<file path="config.mk">
export PLATFORM = sky130hd
export DESIGN_NAME = fetch_bus_sequencer_flat
export DESIGN_NICKNAME = d
export VERILOG_FILES = /design/src/rtl/fetch_bus_if.sv /design/src/rtl/fetch_bus_sequencer.sv /design/src/flat_wrapper.sv
export SDC_FILE = /design/constraint.sdc
export NUM_CORES = 1
export LEC_CHECK = 0
export ABC_CLOCK_PERIOD_IN_PS = 2600
export BUFFER_PORTS_ARGS = -buffer_cell sky130_fd_sc_hd__buf_4
export CAP_MARGIN = 20
export CORE_UTILIZATION = 35
export DETAILED_ROUTE_END_ITERATION = 16
export PLACE_DENSITY = 0.69
export SLEW_MARGIN = 20
export SYNTH_ARGS = -nofsm -noshare
export SYNTH_HDL_FRONTEND = slang
export SYNTH_SLANG_ARGS = --single-unit
export TNS_END_PERCENT = 30
</file>
<file path="constraint.sdc">
create_clock -name clock -period 2.6 [get_ports clock]
set_input_delay 0.13 -clock clock [delete_from_list [all_inputs] [get_ports clock]]
set_output_delay 0.13 -clock clock [all_outputs]
set_load 0.02 [all_outputs]
</file>
<file path="src/rtl/fetch_bus_if.sv">
// Fetch-sequencer bus bundle: execute-side requests and memory handshake in,
// one-hot bus-source vector, fetch load strobes and status out.
interface fetch_bus_if;
    logic        run;
    logic        halt;
    logic        mem_ready;
    logic [23:0] exec_bus_sel;
    logic        exec_done;

    logic [23:0] bus_out_sel;
    logic        mar_in;
    logic        inc_pc;
    logic        z_in;
    logic        pc_in;
    logic        mem_read;
    logic        mdr_in;
    logic        ir_in;
    logic        ir_valid;
    logic        exec_start;
    logic        mem_err;
    logic        bus_conflict;
    logic [7:0]  conflict_count;
    logic [2:0]  state;

    // The sequencer itself.
    modport master (
        input  run, halt, mem_ready, exec_bus_sel, exec_done,
        output bus_out_sel, mar_in, inc_pc, z_in, pc_in, mem_read, mdr_in, ir_in,
               ir_valid, exec_start, mem_err, bus_conflict, conflict_count, state
    );

    // The surrounding datapath / execute sequencer.
    modport slave (
        output run, halt, mem_ready, exec_bus_sel, exec_done,
        input  bus_out_sel, mar_in, inc_pc, z_in, pc_in, mem_read, mdr_in, ir_in,
               ir_valid, exec_start, mem_err, bus_conflict, conflict_count, state
    );
endinterface

</file>
<file path="src/rtl/fetch_bus_sequencer.sv">
// Instruction-fetch control-step sequencer. Owns the one-hot bus-source
// select during fetch, hands it to the execute sequencer in EXEC, times out
// a stalled memory read into a sticky FAULT and polices multi-hot requests.
module fetch_bus_sequencer #(
    parameter int unsigned MEM_TIMEOUT = 15   // T1W cycles before FAULT (1..255)
) (
    input  logic        clock,
    input  logic        clear,
    fetch_bus_if.master bus
);

    typedef enum logic [2:0] {
        ST_IDLE  = 3'd0,
        ST_T0    = 3'd1,
        ST_T1    = 3'd2,
        ST_T1W   = 3'd3,
        ST_T2    = 3'd4,
        ST_EXEC  = 3'd5,
        ST_FAULT = 3'd6
    } state_e;

    localparam logic [7:0] TIMEOUT_C = 8'(MEM_TIMEOUT);

    state_e      state_q;
    logic [7:0]  wait_cnt_q;
    logic        exec_start_q;
    logic        mem_err_q;
    logic [7:0]  conflict_count_q;

    logic [23:0] bus_out_sel_d;
    logic        mar_in_d, inc_pc_d, z_in_d, pc_in_d;
    logic        mem_read_d, mdr_in_d, ir_in_d, ir_valid_d;
    logic        multi_hot;
    logic        bus_conflict_d;

    // More than one bit set: clearing the lowest set bit leaves something.
    assign multi_hot = (bus.exec_bus_sel & (bus.exec_bus_sel - 24'd1)) != 24'd0;

    // Moore decode of the control step; only mdr_in and the EXEC bus
    // source look at inputs. Outputs follow state, so clear forces them
    // low immediately through the asynchronous state reset.
    always_comb begin
        // NOTE: every output gets a default before the case so no path
        // through this block leaves a signal unassigned (no latches).
        bus_out_sel_d  = '0;
        mar_in_d       = 1'b0;
        inc_pc_d       = 1'b0;
        z_in_d         = 1'b0;
        pc_in_d        = 1'b0;
        mem_read_d     = 1'b0;
        mdr_in_d       = 1'b0;
        ir_in_d        = 1'b0;
        ir_valid_d     = 1'b0;
        bus_conflict_d = 1'b0;
        case (state_q)
            ST_T0: begin
                bus_out_sel_d[20] = 1'b1;   // PCout
                mar_in_d          = 1'b1;
                inc_pc_d          = 1'b1;
                z_in_d            = 1'b1;
            end
            ST_T1: begin
                bus_out_sel_d[19] = 1'b1;   // Zlowout
                pc_in_d           = 1'b1;
            end
            ST_T1W: begin
                mem_read_d = 1'b1;
                mdr_in_d   = bus.mem_ready;
            end
            ST_T2: begin
                bus_out_sel_d[21] = 1'b1;   // MDRout
                ir_in_d           = 1'b1;
            end
            ST_EXEC: begin
                ir_valid_d = 1'b1;
                if (multi_hot) begin
                    bus_conflict_d = 1'b1;
                end else begin
                    bus_out_sel_d = bus.exec_bus_sel;
                end
            end
            default: ;
        endcase
    end

    // Control-step FSM plus wait counter, exec_start pulse, sticky error
    // and saturating conflict counter.
    always_ff @(posedge clock or posedge clear) begin
        if (clear) begin
            state_q          <= ST_IDLE;
            wait_cnt_q       <= '0;
            exec_start_q     <= 1'b0;
            mem_err_q        <= 1'b0;
            conflict_count_q <= '0;
        end else begin
            // NOTE: non-blocking assignments so every register here samples
            // the pre-edge values, independent of statement order.
            exec_start_q <= (state_q == ST_T2);
            if (bus_conflict_d && conflict_count_q != 8'hFF) begin
                conflict_count_q <= conflict_count_q + 8'd1;
            end
            case (state_q)
                ST_IDLE: if (bus.run) state_q <= ST_T0;
                ST_T0:   state_q <= ST_T1;
                ST_T1: begin
                    wait_cnt_q <= '0;
                    state_q    <= ST_T1W;
                end
                ST_T1W: begin
                    // A late mem_ready on the timeout cycle still wins.
                    if (bus.mem_ready) begin
                        state_q <= ST_T2;
                    end else begin
                        wait_cnt_q <= wait_cnt_q + 8'd1;
                        if (wait_cnt_q + 8'd1 == TIMEOUT_C) begin
                            state_q   <= ST_FAULT;
                            mem_err_q <= 1'b1;
                        end
                    end
                end
                ST_T2:   state_q <= ST_EXEC;
                ST_EXEC: begin
                    if (bus.exec_done) begin
                        state_q <= (bus.halt || !bus.run) ? ST_IDLE : ST_T0;
                    end
                end
                ST_FAULT: state_q <= ST_FAULT;
                default:  state_q <= ST_IDLE;
            endcase
        end
    end

    assign bus.bus_out_sel    = bus_out_sel_d;
    assign bus.mar_in         = mar_in_d;
    assign bus.inc_pc         = inc_pc_d;
    assign bus.z_in           = z_in_d;
    assign bus.pc_in          = pc_in_d;
    assign bus.mem_read       = mem_read_d;
    assign bus.mdr_in         = mdr_in_d;
    assign bus.ir_in          = ir_in_d;
    assign bus.ir_valid       = ir_valid_d;
    assign bus.bus_conflict   = bus_conflict_d;
    assign bus.exec_start     = exec_start_q;
    assign bus.mem_err        = mem_err_q;
    assign bus.conflict_count = conflict_count_q;
    assign bus.state          = state_q;

endmodule
</file>
<file path="src/flat_wrapper.sv">
// flat-port wrapper written by rule: the top's interface ports become plain ports
module fetch_bus_sequencer_flat 
#(
    parameter int unsigned MEM_TIMEOUT = 15                                      
)
  (clock, clear, bus_run, bus_halt, bus_mem_ready, bus_exec_bus_sel, bus_exec_done, bus_bus_out_sel, bus_mar_in, bus_inc_pc, bus_z_in, bus_pc_in, bus_mem_read, bus_mdr_in, bus_ir_in, bus_ir_valid, bus_exec_start, bus_mem_err, bus_bus_conflict, bus_conflict_count, bus_state);
  fetch_bus_if bus_i ();
  input  logic clock;
  input  logic clear;
  input wire logic [$bits(bus_i.run)-1:0] bus_run;
  input wire logic [$bits(bus_i.halt)-1:0] bus_halt;
  input wire logic [$bits(bus_i.mem_ready)-1:0] bus_mem_ready;
  input wire logic [$bits(bus_i.exec_bus_sel)-1:0] bus_exec_bus_sel;
  input wire logic [$bits(bus_i.exec_done)-1:0] bus_exec_done;
  output wire logic [$bits(bus_i.bus_out_sel)-1:0] bus_bus_out_sel;
  output wire logic [$bits(bus_i.mar_in)-1:0] bus_mar_in;
  output wire logic [$bits(bus_i.inc_pc)-1:0] bus_inc_pc;
  output wire logic [$bits(bus_i.z_in)-1:0] bus_z_in;
  output wire logic [$bits(bus_i.pc_in)-1:0] bus_pc_in;
  output wire logic [$bits(bus_i.mem_read)-1:0] bus_mem_read;
  output wire logic [$bits(bus_i.mdr_in)-1:0] bus_mdr_in;
  output wire logic [$bits(bus_i.ir_in)-1:0] bus_ir_in;
  output wire logic [$bits(bus_i.ir_valid)-1:0] bus_ir_valid;
  output wire logic [$bits(bus_i.exec_start)-1:0] bus_exec_start;
  output wire logic [$bits(bus_i.mem_err)-1:0] bus_mem_err;
  output wire logic [$bits(bus_i.bus_conflict)-1:0] bus_bus_conflict;
  output wire logic [$bits(bus_i.conflict_count)-1:0] bus_conflict_count;
  output wire logic [$bits(bus_i.state)-1:0] bus_state;
  assign bus_i.run = bus_run;
  assign bus_i.halt = bus_halt;
  assign bus_i.mem_ready = bus_mem_ready;
  assign bus_i.exec_bus_sel = bus_exec_bus_sel;
  assign bus_i.exec_done = bus_exec_done;
  assign bus_bus_out_sel = bus_i.bus_out_sel;
  assign bus_mar_in = bus_i.mar_in;
  assign bus_inc_pc = bus_i.inc_pc;
  assign bus_z_in = bus_i.z_in;
  assign bus_pc_in = bus_i.pc_in;
  assign bus_mem_read = bus_i.mem_read;
  assign bus_mdr_in = bus_i.mdr_in;
  assign bus_ir_in = bus_i.ir_in;
  assign bus_ir_valid = bus_i.ir_valid;
  assign bus_exec_start = bus_i.exec_start;
  assign bus_mem_err = bus_i.mem_err;
  assign bus_bus_conflict = bus_i.bus_conflict;
  assign bus_conflict_count = bus_i.conflict_count;
  assign bus_state = bus_i.state;
  fetch_bus_sequencer #(.MEM_TIMEOUT(MEM_TIMEOUT)) u_core (.clock(clock), .clear(clear), .bus(bus_i));
endmodule
</file>
==> impl_metrics.yaml <==
placed_design:
  place_inst: 341
  dp_slack_ns: 0.00553
  hpwl_um: 3330
  portBuffers: 75
  postPlaceCellArea_um2: 2370
  gp_congestion: 0.794
cells_and_area:
  n_fill_cell: 454
  stdcell_area_um2: 2530
  stdcell_count: 346
  drive_gt1_frac: 0.394
  antenna_cells: 0
  syn2layout_area_growth_pct: 47.7
  nets: 313
synthesis:
  synth_fp_nets: 233
  yosysMostFrequentCell: "and2_1"
  synth.area.top_cells: "dfrtp_1 (31%), and2_1 (8.0%), o21ai_0 (3.5%)"
  ys_seq_area_frac: 0.307
  synth-seq-cells: 21
  synth_top_area_cell: "dfrtp_1"
  synth-edff-count: 0
  async_flop_share: 1.00
  synth_compound_area_frac: 0.225
  synth_adder_area_share: 0.0277
  syn_area_um2: 1710
  syn_avg_cell_area_um2: 8.57
  yosysTopAreaCellShare: 0.307
  yosys.area_share.simple: 0.347
  synth_warnings: 0
  synth_xor_area_frac: 0.0307
  synth_top_family_by_area: "simple AND/OR/NAND/NOR gates"
  synth.distinct_cells: 58
  synthCells: 200
  yosys-top-cells-count: "and2_1 (22), dfrtp_1 (21), nand2_1 (14)"
  synthMuxAreaShare: 0.0153
  synth_ff_type: "dfrtp_1"
clock_network:
  path_clk_slew_ns: 0.08
  cts_buffers: 3
  clk_latency_ns: 0.26
  cts_buffer_depth: 2
  root_buffer: "clkbuf_8"
  cts_tree: "built"
  cts_sinks: 21
  cts.htree.levels: 1
global_routing:
  gr-total-overflow: 0
  grt_pass1_vias: 1599
  track_usage: 0.167
  grt_first_pass_wirelength_um: 7040
  antenna_found_initial: 0
  grt_max_degree: 24
drt:
  drcViolationCount: 0
  post_drt_wl_per_cell_um: 12.8
  first_iter_violations: 112
  drtPass1Iterations: 4
  vias_per_cell: 5.21
  drt_wl_total_um: 4410
  vias: 1801
  antenna_left: 0
setup_path:
  crit_path_end_kind: "output port"
  critical_path.max_fanout: 6
  path_cells: "buf_8 -> or4_4 -> or4_4 -> o22a_1 -> o31ai_4 -> nand3_2 -> buf_4 -> o21ai_1 -> and3b_1 -> buf_4"
  cp_data_arrival_time_ns: 2.42
  crit_family: "simple AND/OR/NAND/NOR gates"
  setup.worst_path.class: "input port to output port"
  path_buf_inv: 3
  worstPathRequired_ns: 2.47
  cpPeakStageDelay_ns: 0.54
  cp_slowest_cell: "or4_4"
  crit_path_start_kind: "input port"
timing:
  hold_viol_final: 0
  post-route-worst-setup-slack_ns: 0.0524
  max_freq_ghz: 0.393
  rsz0062_at_grt: "yes"
  post-route-period-util: 0.980
  drv_slew: 0
  fin_hold_ws_ns: 0.0165
  fin_crit_ns: 2.55
  setup-tns-final_ns: 0
  relSlewSlack: 0.479
  skew_ns: 0.00310
  setup_viol: 0
  tightest_slew_ns: 0.781
power_and_ir_drop:
  powerDensity_nw_per_um2: 621
  irDropWorstVdd_v: 0.000305
  leakage_nw: 1.18
flow_run:
  maxCapViolCount: 0
die:
  die_area_um2: 5180
  initial_core_util: 0.363
  die_h_um: 72.0
  die_x_um: 72.0
  io-pin-count: 76
  core_um2: 4720
  fp-row-count: 25
min_path:
  hold_class: "input port to asynchronous set/reset pin"
outcome:
  outcome: "completed"
[sequential cells by signal, summed over array words and instances (netlist names)]
| name | count |
|---|---|
| u_core.bus.conflict_count | 8 |
| u_core.bus.mem_err | 1 |
| u_core.bus.state | 3 |
| u_core.bus.exec_start | 1 |
| u_core.wait_cnt_q | 8 |
[layout by cell type (no fill, tap or decap), types with 2 or more instances in the layout]
master    instances
a21oi_1           6
nor3_1            6
nand3_1          11
or3_1             3
nor3b_1           2
buf_4            64
or4_1             2
nand2_1          14
or4_4             3
dfrtp_1          21
o21bai_1          2
nor2b_1           3
o221ai_1          2
a21o_1            4
inv_1             8
and2_1           19
buf_6            17
nor2_1            7
ha_1              3
a31oi_1           3
nand2b_1          3
o31ai_1           3
nor4_2            3
and2_4            4
a22o_1            2
or2_2             2
xnor2_1           5
nand4_1           3
clkbuf_8          3
o21ai_0          12
and3_1            7
[layer usage]
| layer | vias up | track usage | share of wire |
|---|---|---|---|
| met3 | 2 | 0.0236 | 0.051 |
| met2 | 58 | 0.285 | 0.48 |
| met1 | 840 | 0.222 | 0.46 |
| met4 | 0 | 0.0458 | 0.0054 |
| met5 | - | 0 | 0 |
| li1 | 901 | - | - |
[report_power, final]
group | switching, W | internal (W)
logic | 0.000455 | 0.000378
clock network | 0.000105 | 0.000109
registers | 0.000123 | 0.000401
[final cells by class]
cell class	count	area [µm²]	area share
clock buffer	4	45.0	0.0178
timing repair buffer	83	707	0.279
multi-input combinational	163	1140	0.451
inverter	8	30.0	0.0119
sequential	21	526	0.208
tap	67	83.8	0.0331
[cells by family (layout without fill, tap and decap cells)]
family / Yosys count / in the layout
simple gates: 100 / 100
fa+ha+maj: 4 / 4
xor+xnor: 6 / 6
buf+inv: 16 / 95
mux: 2 / 2
flops: 21 / 21
compound gates: 51 / 51
[worst paths after layout]
kind	startpoint	to	slack [ns]	cells past startpoint
worst min-delay path	clear	u_core.wait_cnt_q[0]	0.02	2
max in group asynchronous	clear	u_core.bus.conflict_count[5]	2.10	2
min in group clock	bus_halt	u_core.bus.state[0]	0.15	3
worst max register to register	u_core.wait_cnt_q[0]	u_core.bus.state[2]	0.34	8
worst min register to register	u_core.bus.mem_err	u_core.bus.mem_err	0.49	1
worst max-delay path	bus_exec_bus_sel[3]	bus_bus_out_sel[20]	0.05	10
[stage by stage]
stage | util | power, W
2_1_floorplan | - | 0.00103
3_3_place_gp | 0.503 | 0.00134
3_5_place_dp | 0.503 | 0.00135
4_1_cts | 0.514 | 0.00157
5_1_grt | 0.536 | 0.00169
6_report | 0.536 | 0.00157
[what timing repair did]
| action | 4_1_cts | 5_1_grt |
|---|---|---|
| buffers inserted | 1 | 0 |
| pin swaps | 0 | 1 |
| gates resized for setup | 0 | 27 |
| hold buffers | 0 | 0 |
| endpoints found under the hold margin | 0 | 0 |
| setup endpoints to repair | 1 | 24 |
[worst register-to-register path, stage by stage (launching register included)]
cell and delay, ns:
dfrtp_1 0.43, ha_1 0.28, and3_1 0.23, a311oi_1 0.28, o211a_1 0.17, o221ai_1 0.12
a21oi_1 0.27, nand2_1 0.09, mux2_2 0.28
Note: power is estimated with default switching activity, not from simulation.
